`config.mk`:
```
export PLATFORM = sky130hd
export DESIGN_NAME = apb_slave_regbank
export DESIGN_NICKNAME = d
export VERILOG_FILES = /design/src/rtl/apb_slave_regbank.sv
export SDC_FILE = /design/constraint.sdc
export NUM_CORES = 1
export LEC_CHECK = 0
export CORE_AREA = 4 4 433 435
export DETAILED_ROUTE_END_ITERATION = 8
export DIE_AREA = 0 0 437 439
export PLACE_DENSITY = 0.39
export SLEW_MARGIN = 25
export SYNTH_ARGS = -nofsm -noshare
export SYNTH_HDL_FRONTEND = slang
export SYNTH_SLANG_ARGS = --single-unit
```
`constraint.sdc`:
```
create_clock -name pclk -period 2.4 [get_ports pclk]
set_clock_uncertainty 0.1 [all_clocks]
set_input_delay 0.36 -clock pclk [delete_from_list [all_inputs] [get_ports pclk]]
set_output_delay 0.36 -clock pclk [all_outputs]
set_load 0.02 [all_outputs]
```
`src/rtl/apb_slave_regbank.sv`:
```
// rtl/apb_slave_regbank.sv - APB completer with byte-strobed register bank, wait states and error responses
module apb_slave_regbank #(
    parameter int              DW      = 32,
    parameter int              AW      = 8,
    parameter int              NREG    = 16,
    parameter int              WAIT    = 0,
    parameter logic [NREG-1:0] RO_MASK = '0
) (
    input  logic               pclk,
    input  logic               presetn,
    input  logic [AW-1:0]      i_paddr,
    input  logic               i_pwrite,
    input  logic               i_psel,
    input  logic               i_penable,
    input  logic [DW-1:0]      i_pwdata,
    input  logic [DW/8-1:0]    i_pstrb,
    output logic [DW-1:0]      o_prdata,
    output logic               o_pslverr,
    output logic               o_pready,
    input  logic [NREG*DW-1:0] i_hw_data,
    output logic [NREG*DW-1:0] o_regs
);

    localparam int SW = DW / 8;
    localparam int BW = $clog2(SW);
    localparam int IW = (NREG > 1) ? $clog2(NREG) : 1;

    typedef enum logic {
        S_IDLE,
        S_ACCESS
    } state_t;

    state_t           r_state;
    logic [3:0]       r_wcnt;
    logic [DW-1:0]    r_regs [NREG];

    logic [AW-1:0]    w_idx_full;
    logic [IW-1:0]    w_idx;
    logic             w_bad;
    logic             w_rofault;
    logic             w_err;
    logic             w_done;
    logic [DW-1:0]    w_rdval;

    // Shift/mask form keeps the decode legal when SW == 1 (no byte-offset bits).
    assign w_idx_full = i_paddr >> BW;
    assign w_idx      = w_idx_full[IW-1:0];
    assign w_bad      = ({1'b0, w_idx_full} >= (AW+1)'(NREG))
                      | ((i_paddr & AW'(SW - 1)) != '0);
    assign w_rofault  = i_pwrite & !w_bad & RO_MASK[w_idx];
    assign w_err      = w_bad | w_rofault;

    assign w_done     = (r_state == S_ACCESS) & i_penable & (r_wcnt == 4'd0);
    assign w_rdval    = RO_MASK[w_idx] ? i_hw_data[w_idx*DW +: DW] : r_regs[w_idx];

    assign o_pready   = w_done;
    assign o_pslverr  = w_done & w_err;
    assign o_prdata   = (w_done & !i_pwrite & !w_err) ? w_rdval : '0;

    always_ff @(posedge pclk or negedge presetn) begin
        if (!presetn) begin
            r_state <= S_IDLE;
            r_wcnt  <= 4'd0;
            for (int r = 0; r < NREG; r++) begin
                r_regs[r] <= '0;
            end
        end else begin
            case (r_state)
                S_IDLE: begin
                    if (i_psel && !i_penable) begin
                        r_state <= S_ACCESS;
                        r_wcnt  <= 4'(WAIT);
                    end
                end
                S_ACCESS: begin
                    // Dropping i_penable mid-access just freezes the transfer.
                    if (i_penable) begin
                        if (r_wcnt != 4'd0) begin
                            r_wcnt <= r_wcnt - 4'd1;
                        end else begin
                            r_state <= S_IDLE;
                            if (i_pwrite && !w_err) begin
                                for (int k = 0; k < SW; k++) begin
                                    if (i_pstrb[k]) begin
                                        r_regs[w_idx][k*8 +: 8] <= i_pwdata[k*8 +: 8];
                                    end
                                end
                            end
                        end
                    end
                end
                default: r_state <= S_IDLE;
            endcase
        end
    end

    for (genvar g = 0; g < NREG; g++) begin : g_out
        assign o_regs[g*DW +: DW] = RO_MASK[g] ? '0 : r_regs[g];
    end

endmodule

```
* After elaboration in Yosys (flattened, before gate mapping) *
Memories as Yosys holds them, arrays and structs flattened.
Cells that the tools add are included.

word-level totals
  output and inout port bits = 546
  bits in registers = 517
  memories kept = 1
  logic and storage cells = 94
  bits in read-only memories = 16
  input bits = 561

memory list
  name             depth  width  rd ports  clocked after memory_dff  wr ports  line  text
  (no name shown)  16     1      1         0                         0         54    assign w_rdval = RO_MASK[w_idx] ? i_hw_data[w_idx*DW +: DW] : r_regs[w_idx];

cells by class
  bitwise logic cells = 12
  add/subtract/negate cells = 1
  muxes and demuxes = 42
  reduce and logical (&&, ||, !) cells = 12
  equality and inequality tests = 3
  shift-type cells = 1
  magnitude comparators = 4

operators with widths
  cell                                                  count
  two-way mux 512 bit                                   16
  bitwise mux 512 bit                                   4
  demux 32 bit (select 4 bit)                           4
  indexed part select 512 x 10 -> 32 bit                1
  two-way mux 32 bit                                    5
  binary-select mux 32 bit (select 4 bit)               1
  two-way mux 24 bit                                    1
  two-way mux 16 bit                                    1
  two-way mux 4 bit                                     3
  two-way mux 8 bit                                     1
  one-hot mux 4 bit (2 select lines)                    1
  nonzero test 8 bit                                    1
  AND 1 bit                                             7
  >= comparator 6 x 5 -> 1 bit (second input constant)  1
  >= comparator 5 bit (second input constant)           1
  < comparator 4 x 5 -> 1 bit (second input constant)   1
  < comparator 5 x 1 -> 1 bit (second input constant)   1
  inverter 4 -> 5 bit                                   1
  zero test 1 bit                                       4
  zero test 4 bit                                       1
  two-way mux 1 bit                                     4
  != test 2 bit (second input constant)                 2
  AND reduction 4 bit                                   1
  nonzero test 4 bit                                    1
  7 further kinds                                       11

* Longest topological paths before layout *
Gate-level depths: netlist (run 1).

  word-level depth = 26
  gate-level depth with buffers = 10
  gate-level depth less buffers = 7

* Least setup slack after synthesis (run 1) *
Ideal clock, no wire load.

  path kind = in2out
  from = in i_paddr[6]
  to = out o_prdata[0]
  slack = -0.099 ns
  required time = 1.940 ns
  buffers on the path = 2
  cell stages on the path = 6
  arrival time = 2.039 ns
  path through = or4_1 -> buf_2 -> nor4_2 -> nand2b_1 -> clkbuf_1 -> o22ai_1

on the way
  cells in the longest elaborated chain, start to end = 9

ends and longest elaborated chain
  item                            line  text
  from (decl)                     11    input logic [AW-1:0] i_paddr,
  >= comparator 6 x 5 -> 1 bit *  48    assign w_bad = ({1'b0, w_idx_full} >= (AW+1)'(NREG))
  bitwise OR 1 bit *              49    | ((i_paddr & AW'(SW - 1)) != '0);
  zero test 1 bit                 50    assign w_rofault = i_pwrite & !w_bad & RO_MASK[w_idx];
  AND 1 bit (2 in a row)          50
  bitwise OR 1 bit *              51    assign w_err = w_bad | w_rofault;
  zero test 1 bit *               58    assign o_prdata = (w_done & !i_pwrite & !w_err) ? w_rdval : '0;
  AND 1 bit *                     58
  two-way mux 32 bit *            58
  to (decl)                       17    output logic [DW-1:0] o_prdata,

Every way passes the cells marked *; elsewhere a longest branch is shown, timed or not.

* Final worst setup path (run 1) *
  from = in i_paddr[7]
  to = out o_prdata[12]

Same word-level chain as after synthesis.

==> impl_metrics.yaml, run 1 <==
status:
  status: "complete, but fails checks"
  violations: "negative setup slack"
place:
  gp_routability_congestion: 0.766
  dp_hpwl_um: 107000
  dp.cells: 4967
  io_buffer_count: 594
  dp_worst_setup_slack_ns: -1.68
finish:
  layout_commonest_cell: "clkdlybuf4s50_1"
  fin_util_pct: 22.6
  final_cell_mix: "clkdlybuf4s50_1, dfrtp_1, buf_4"
  drive_gt1_share_pct: 54.2
  fin_cells: 5127
  syn2layout_area_growth_pct: 73.0
  nNetsFinal: 3171
routing:
  drt-wirelength-per-cell_um: 26.8
  drc_errors: 0
  ant_nets: 0
  drt_iter0_drc: 716
  via_count: 18600
  drt_wl_total_um: 137000
  viasPerCell: 3.63
  first_pass_iters: 4
worst_setup_path:
  r2r_cells: 14
  cp_num_buf_inv: 6
  worstSetupEndpoint: "o_prdata[12]"
  worst-r2r-setup-slack_ns: -0.23
  crit_required_ns: 1.94
  r2r_start: "r_wcnt[1]$_DFFE_PN0P_"
  cp-end-kind: "output port"
  critical_path_class: "in2out"
  cpMaxStageDelayCell: "or4_4"
  crit_path_frequent_cell: "buf_6"
  arrival_ns: 2.76
  path_depth: 10
  path_delay_family: "buffers and inverters"
  reg2reg_to: "o_regs[492]$_DFFE_PN0P_"
  start_kind: "input port"
  crit_chain: "clkdlybuf4s50_1 > or4_4 > nor4_4 > buf_6 > nand2b_4 > buf_12 > buf_16 > buf_6 > o22ai_4 > buf_6"
  cp_max_fo: 11
  slowest_delay_ns: 0.59
  critical_path.startpoint: "i_paddr[7]"
clock_tree:
  clock_path_buffers: 3
  path_clk_slew_ns: 0.07
  cts_buffers: 71
  cts_tree: "yes"
  cts_root_buffer: "clkbuf_16"
  htree_levels: 3
  cts.sinks: 517
  clock_latency_ns: 0.66
global_route:
  grt_first_pass_wirelength_um: 184000
  antenna_found_initial: 8
  grt-ovfl-total: 0
  grt_use_total_pct: 13.9
  first_global_vias: 20300
  grt_max_degree: 67
logic_synthesis:
  netlist_instances: 1507
  syn_area_mm2: 0.0240
  yosysWarningCount: 0
  synth_area_per_cell_um2: 15.9
  yosys_most_used_dff: "dfrtp_1"
  synth_edf_count: 0
  async_reset_ff_share_pct: 100
  yosysSeqAreaShare_pct: 54.0
  syn_nets: 2069
  ys_types: 50
  ys_ff_latch: 517
pwr:
  combPwrFrac_pct: 12.0
  seq_power_share_pct: 39.2
  p_int_w: 0.0167
  leakagePower_nw: 18.8
  max-vdd-ir-drop_mv: 0.415
  power_density_mw_per_mm2: 550
  p_clk_share_pct: 48.8
  netSwitchingFraction_pct: 26.9
  p_switching_w: 0.00613
die:
  dieArea_mm2: 0.192
  core_region_area_mm2: 0.183
  initial_core_util_pct: 13.1
  ios: 1107
  die_w_um: 437
  die-height_um: 439
  rows: 157
timing:
  min_period_ns: 3.22
  worst_pin_slew_ns: 0.861
  setup-tns-final_ns: -52.16
  fmax_mhz: 311
  timing.final.ws_setup_ns: -0.819
  finalHoldViolCount: 0
  fin_crit_sh_pct: 134
  rsz0062_at_grt: "yes"
  drv_slew: 0
  slew_headroom_pct: 42.4
  setup_viol: 343
min_path:
  hold_class: "in2async"
job:
  max_cap_violations: 0
cells in the mapped netlist (all sizes together), types with 2 or more instances:
master,count,area [um^2]
nor2,27,104
nand4,33,275
mux4,123,2770
nand2b,8,50.1
a21oi,6,30.0
o311ai,2,17.5
o22ai,32,200
a21boi,2,15.0
and4,4,35.0
nand2,10,40.0
mux2i,65,651
buf,35,170
nand3b,2,15.0
inv,7,26.3
nor3,16,211
dfrtp,517,12900
nor4,5,97.6
nand3,2,10.0
clkbuf,70,264
nor4b,4,65.1
nor2b,5,31.3
mux2,516,5810
or4,2,15.0
stage by stage:
stage	hold slack, ns	area [um^2]	total power [W]
final	0.167	41400	0.0228
after global routing	0.177	41400	0.0237
after CTS	0.0945	40400	0.0231
after detailed placement	0.299	37300	0.0114
after global placement	0.302	37300	0.0114
after floorplan	-0.0356	24000	0.00994
sequential cells by signal, indices dropped and copies added (netlist names):
name and cells:
r_state 1, o_regs 512, r_wcnt 4
metal layers:
layer / track usage, % / wire length [um]
met5: 0 / 11
met3: 5.20 / 11900
met2: 22.7 / 64700
met1: 17.5 / 58600
met4: 2.46 / 2040
cell families after synthesis:
family / share of synthesized area [%]
adders and majority gates: 0.0522
muxes: 38.5
buffers and inverters: 1.92
DFF: 54.0
AOI/OAI and AO/OA: 1.41
and+or+nand+nor: 4.08
how the worst min path moves through the flow:
stage | start | endpoint | slack (ns) | cells past startpoint
3_5_place_dp | presetn | o_regs[170]$_DFFE_PN0P_ | 0.30 | 1
4_1_cts | presetn | o_regs[138]$_DFFE_PN0P_ | 0.09 | 2
2_1_floorplan | presetn | o_regs[0]$_DFFE_PN0P_ | -0.04 | 0
3_3_place_gp | presetn | o_regs[170]$_DFFE_PN0P_ | 0.30 | 1
5_1_grt | presetn | o_regs[138]$_DFFE_PN0P_ | 0.18 | 2
6_report | presetn | o_regs[138]$_DFFE_PN0P_ | 0.17 | 2
power by group through the flow:
stage / clock [W] / combinational [W] / sequential (W)
final: 0.0111 / 0.00274 / 0.00893
after global routing: 0.0118 / 0.00293 / 0.00894
after CTS: 0.0115 / 0.00262 / 0.00893
after detailed placement: 0 / 0.00236 / 0.00908
after global placement: 0 / 0.00236 / 0.00908
after floorplan: 0 / 0.000751 / 0.00918
cell type report:
class,instances,area [um^2]
fillers,19600,142000
flip-flops and latches,517,12900
repair buffers,1134,11300
inverters,7,31.3
multi-input cells,878,11600
clock buffers,98,2040
clock inverters,27,387
diodes,2,5.00
well taps,2464,3080
repair_timing:
action                                  in CTS  in global routing
gates cloned                                 1                  0
endpoints found under the setup margin     373                382
buffers inserted                            12                 25
pin swaps                                   19                 27
hold endpoints to repair                   125                  0
hold buffers                                 1                  0
resized for setup                          283                225
Note: power is estimated with default switching activity, not from simulation.
==> inputs of run 2 (changes only) <==
RECOVER_POWER = 100   (was default)
==> impl_metrics.yaml, run 2 (synthesis results as in run 1) <==
status:
  status: "complete, but fails checks"
  violations: "max-capacitance violations, max-slew violations, negative setup slack"
finish:
  syn2layout_area_growth_pct: 72.6
  multi_input_area_mm2: 0.0116
  fill_cells: 19600
  fin_util_pct: 22.6
  drive_gt1_share_pct: 54.0
  ff_latch_area_mm2: 0.0129
  final_cell_mix: "clkdlybuf4s50_1, dfrtp_1, buf_4"
  layout_commonest_cell: "clkdlybuf4s50_1"
  nNetsFinal: 3171
  largest_reg_flops: 512
timing:
  fmax_mhz: 310
  drv_slew: 54
  finalHoldViolCount: 0
  whs_ns: 0.211
  min_period_ns: 3.22
  slew_headroom_pct: -22.7
  setup_viol: 434
  rsz0062_at_grt: "yes"
  fin_crit_sh_pct: 134
  worst_pin_slew_ns: 1.84
  setup-tns-final_ns: -69.91
  timing.final.ws_setup_ns: -0.822
job:
  max_cap_violations: 1
worst_setup_path:
  cpMaxStageDelayCell: "or4_4"
  slowest_delay_ns: 0.59
  arrival_ns: 2.76
  start_kind: "input port"
  path_delay_family: "buffers and inverters"
  crit_required_ns: 1.94
  worst-r2r-setup-slack_ns: -0.29
  critical_path_class: "in2out"
  reg2reg_to: "o_regs[491]$_DFFE_PN0P_"
  cp_num_buf_inv: 6
  crit_path_frequent_cell: "buf_6"
  r2r_start: "r_wcnt[1]$_DFFE_PN0P_"
  cp_max_fo: 11
  r2r_cells: 14
  cp-end-kind: "output port"
  crit_chain: "clkdlybuf4s50_1 > or4_4 > nor4_4 > buf_6 > nand2b_4 > buf_12 > buf_16 > buf_6 > o22ai_4 > buf_6"
global_route:
  antenna_found_initial: 8
  grt-ovfl-total: 0
  grt_max_degree: 67
  grt_use_total_pct: 13.9
  first_global_vias: 20300
  grt_first_pass_wirelength_um: 184000
clock_tree:
  clock_latency_ns: 0.67
  cts_buffers: 71
  cts_tree: "yes"
  cts_root_buffer: "clkbuf_16"
  htree_levels: 3
  cts.sinks: 517
  clock_path_buffers: 3
  path_clk_slew_ns: 0.06
die:
  dieArea_mm2: 0.192
  rows: 157
  die-height_um: 439
  core_region_area_mm2: 0.183
  initial_core_util_pct: 13.1
  die_w_um: 437
  ios: 1107
min_path:
  hold_class: "in2reg"
  hold_depth: 3
  hold_end: "r_state$_DFF_PN0_"
  min-delay-start: "i_psel"
pwr:
  leakagePower_nw: 18.7
  netSwitchingFraction_pct: 26.9
  power_density_mw_per_mm2: 551
  p_switching_w: 0.00613
  max-vdd-ir-drop_mv: 0.415
  seq_power_share_pct: 39.2
  p_clk_share_pct: 48.9
  combPwrFrac_pct: 11.9
  p_int_w: 0.0166
routing:
  ant_nets: 0
  drt-wirelength-per-cell_um: 26.8
  viasPerCell: 3.62
  first_pass_iters: 4
  drt_wl_total_um: 137000
  drt_iter0_drc: 663
  drc_errors: 0
  via_count: 18600
place:
  dp_hpwl_um: 107000
  gp_routability_congestion: 0.766
  io_buffer_count: 594
run 2: changes by cell type in the layout (fill, tap and decap cells not counted), sizes merged:
cell | previous run | this run
buf | 604 | 582
clkbuf | 98 | 120
run 2: cell type report:
cell class	count	area share [%]
Tap cell	2464	7.46
Timing Repair Buffer	1134	27.2
Clock inverter	27	0.935
Multi-Input combinational cell	878	28.1
Sequential cell	517	31.3
Antenna cell	2	0.0121
Clock buffer	98	4.93
Inverter	7	0.0757
run 2: worst max-delay path by stage:
| stage | from | endpoint | cells after the start |
|---|---|---|---|
| 6_report | i_paddr[7] | o_prdata[12] | 10 |
| 5_1_grt | r_wcnt[1]$_DFFE_PN0P_ | o_prdata[12] | 11 |
| 4_1_cts | r_wcnt[1]$_DFFE_PN0P_ | o_prdata[1] | 10 |
| 3_5_place_dp | i_paddr[6] | o_prdata[4] | 10 |
| 3_3_place_gp | i_paddr[6] | o_prdata[4] | 10 |
| 2_1_floorplan | i_paddr[6] | o_prdata[0] | 6 |
run 2: repair_timing:
action                                  in CTS  in global routing
hold buffers                                 1                  0
pin swaps                                   19                 27
hold endpoints to repair                   125                  0
resized for setup                          283                225
endpoints found under the setup margin     373                382
cloned                                       1                  0
setup buffers                               12                 25
run 2: power by group through the flow:
stage / Combinational, W / Sequential [W] / Clock (W)
global placement: 0.00236 / 0.00908 / 0
CTS: 0.00262 / 0.00893 / 0.0115
finish: 0.00271 / 0.00893 / 0.0111
global route: 0.00290 / 0.00894 / 0.0118
detailed placement: 0.00236 / 0.00908 / 0
floorplan: 0.000751 / 0.00918 / 0
run 2: per-stage QoR:
step | worst slack [ns] | cells | instance area (um^2) | power (W)
after floorplan | -0.0537 | 1507 | 24000 | 0.00994
after CTS | -0.964 | 5102 | 40400 | 0.0231
after global placement | -1.68 | 4967 | 37300 | 0.0114
final | -0.822 | 5127 | 41300 | 0.0228
after global routing | -0.944 | 5127 | 41300 | 0.0237
after detailed placement | -1.68 | 4967 | 37300 | 0.0114
run 2: tightest hold or removal path: stages:
cell and delay, ns:
clkdlybuf4s50_1 0.43, nor2_1 0.09, a21oi_1 0.04
run 2: routing by layer:
metal | global-route usage [%] | wire length (um) | vias up
met1 | 17.5 | 58500 | 9915
met5 | 0 | 11 | -
met2 | 22.7 | 64800 | 554
met4 | 2.46 | 2000 | 2
met3 | 5.20 | 11800 | 91
li1 | - | - | 8005
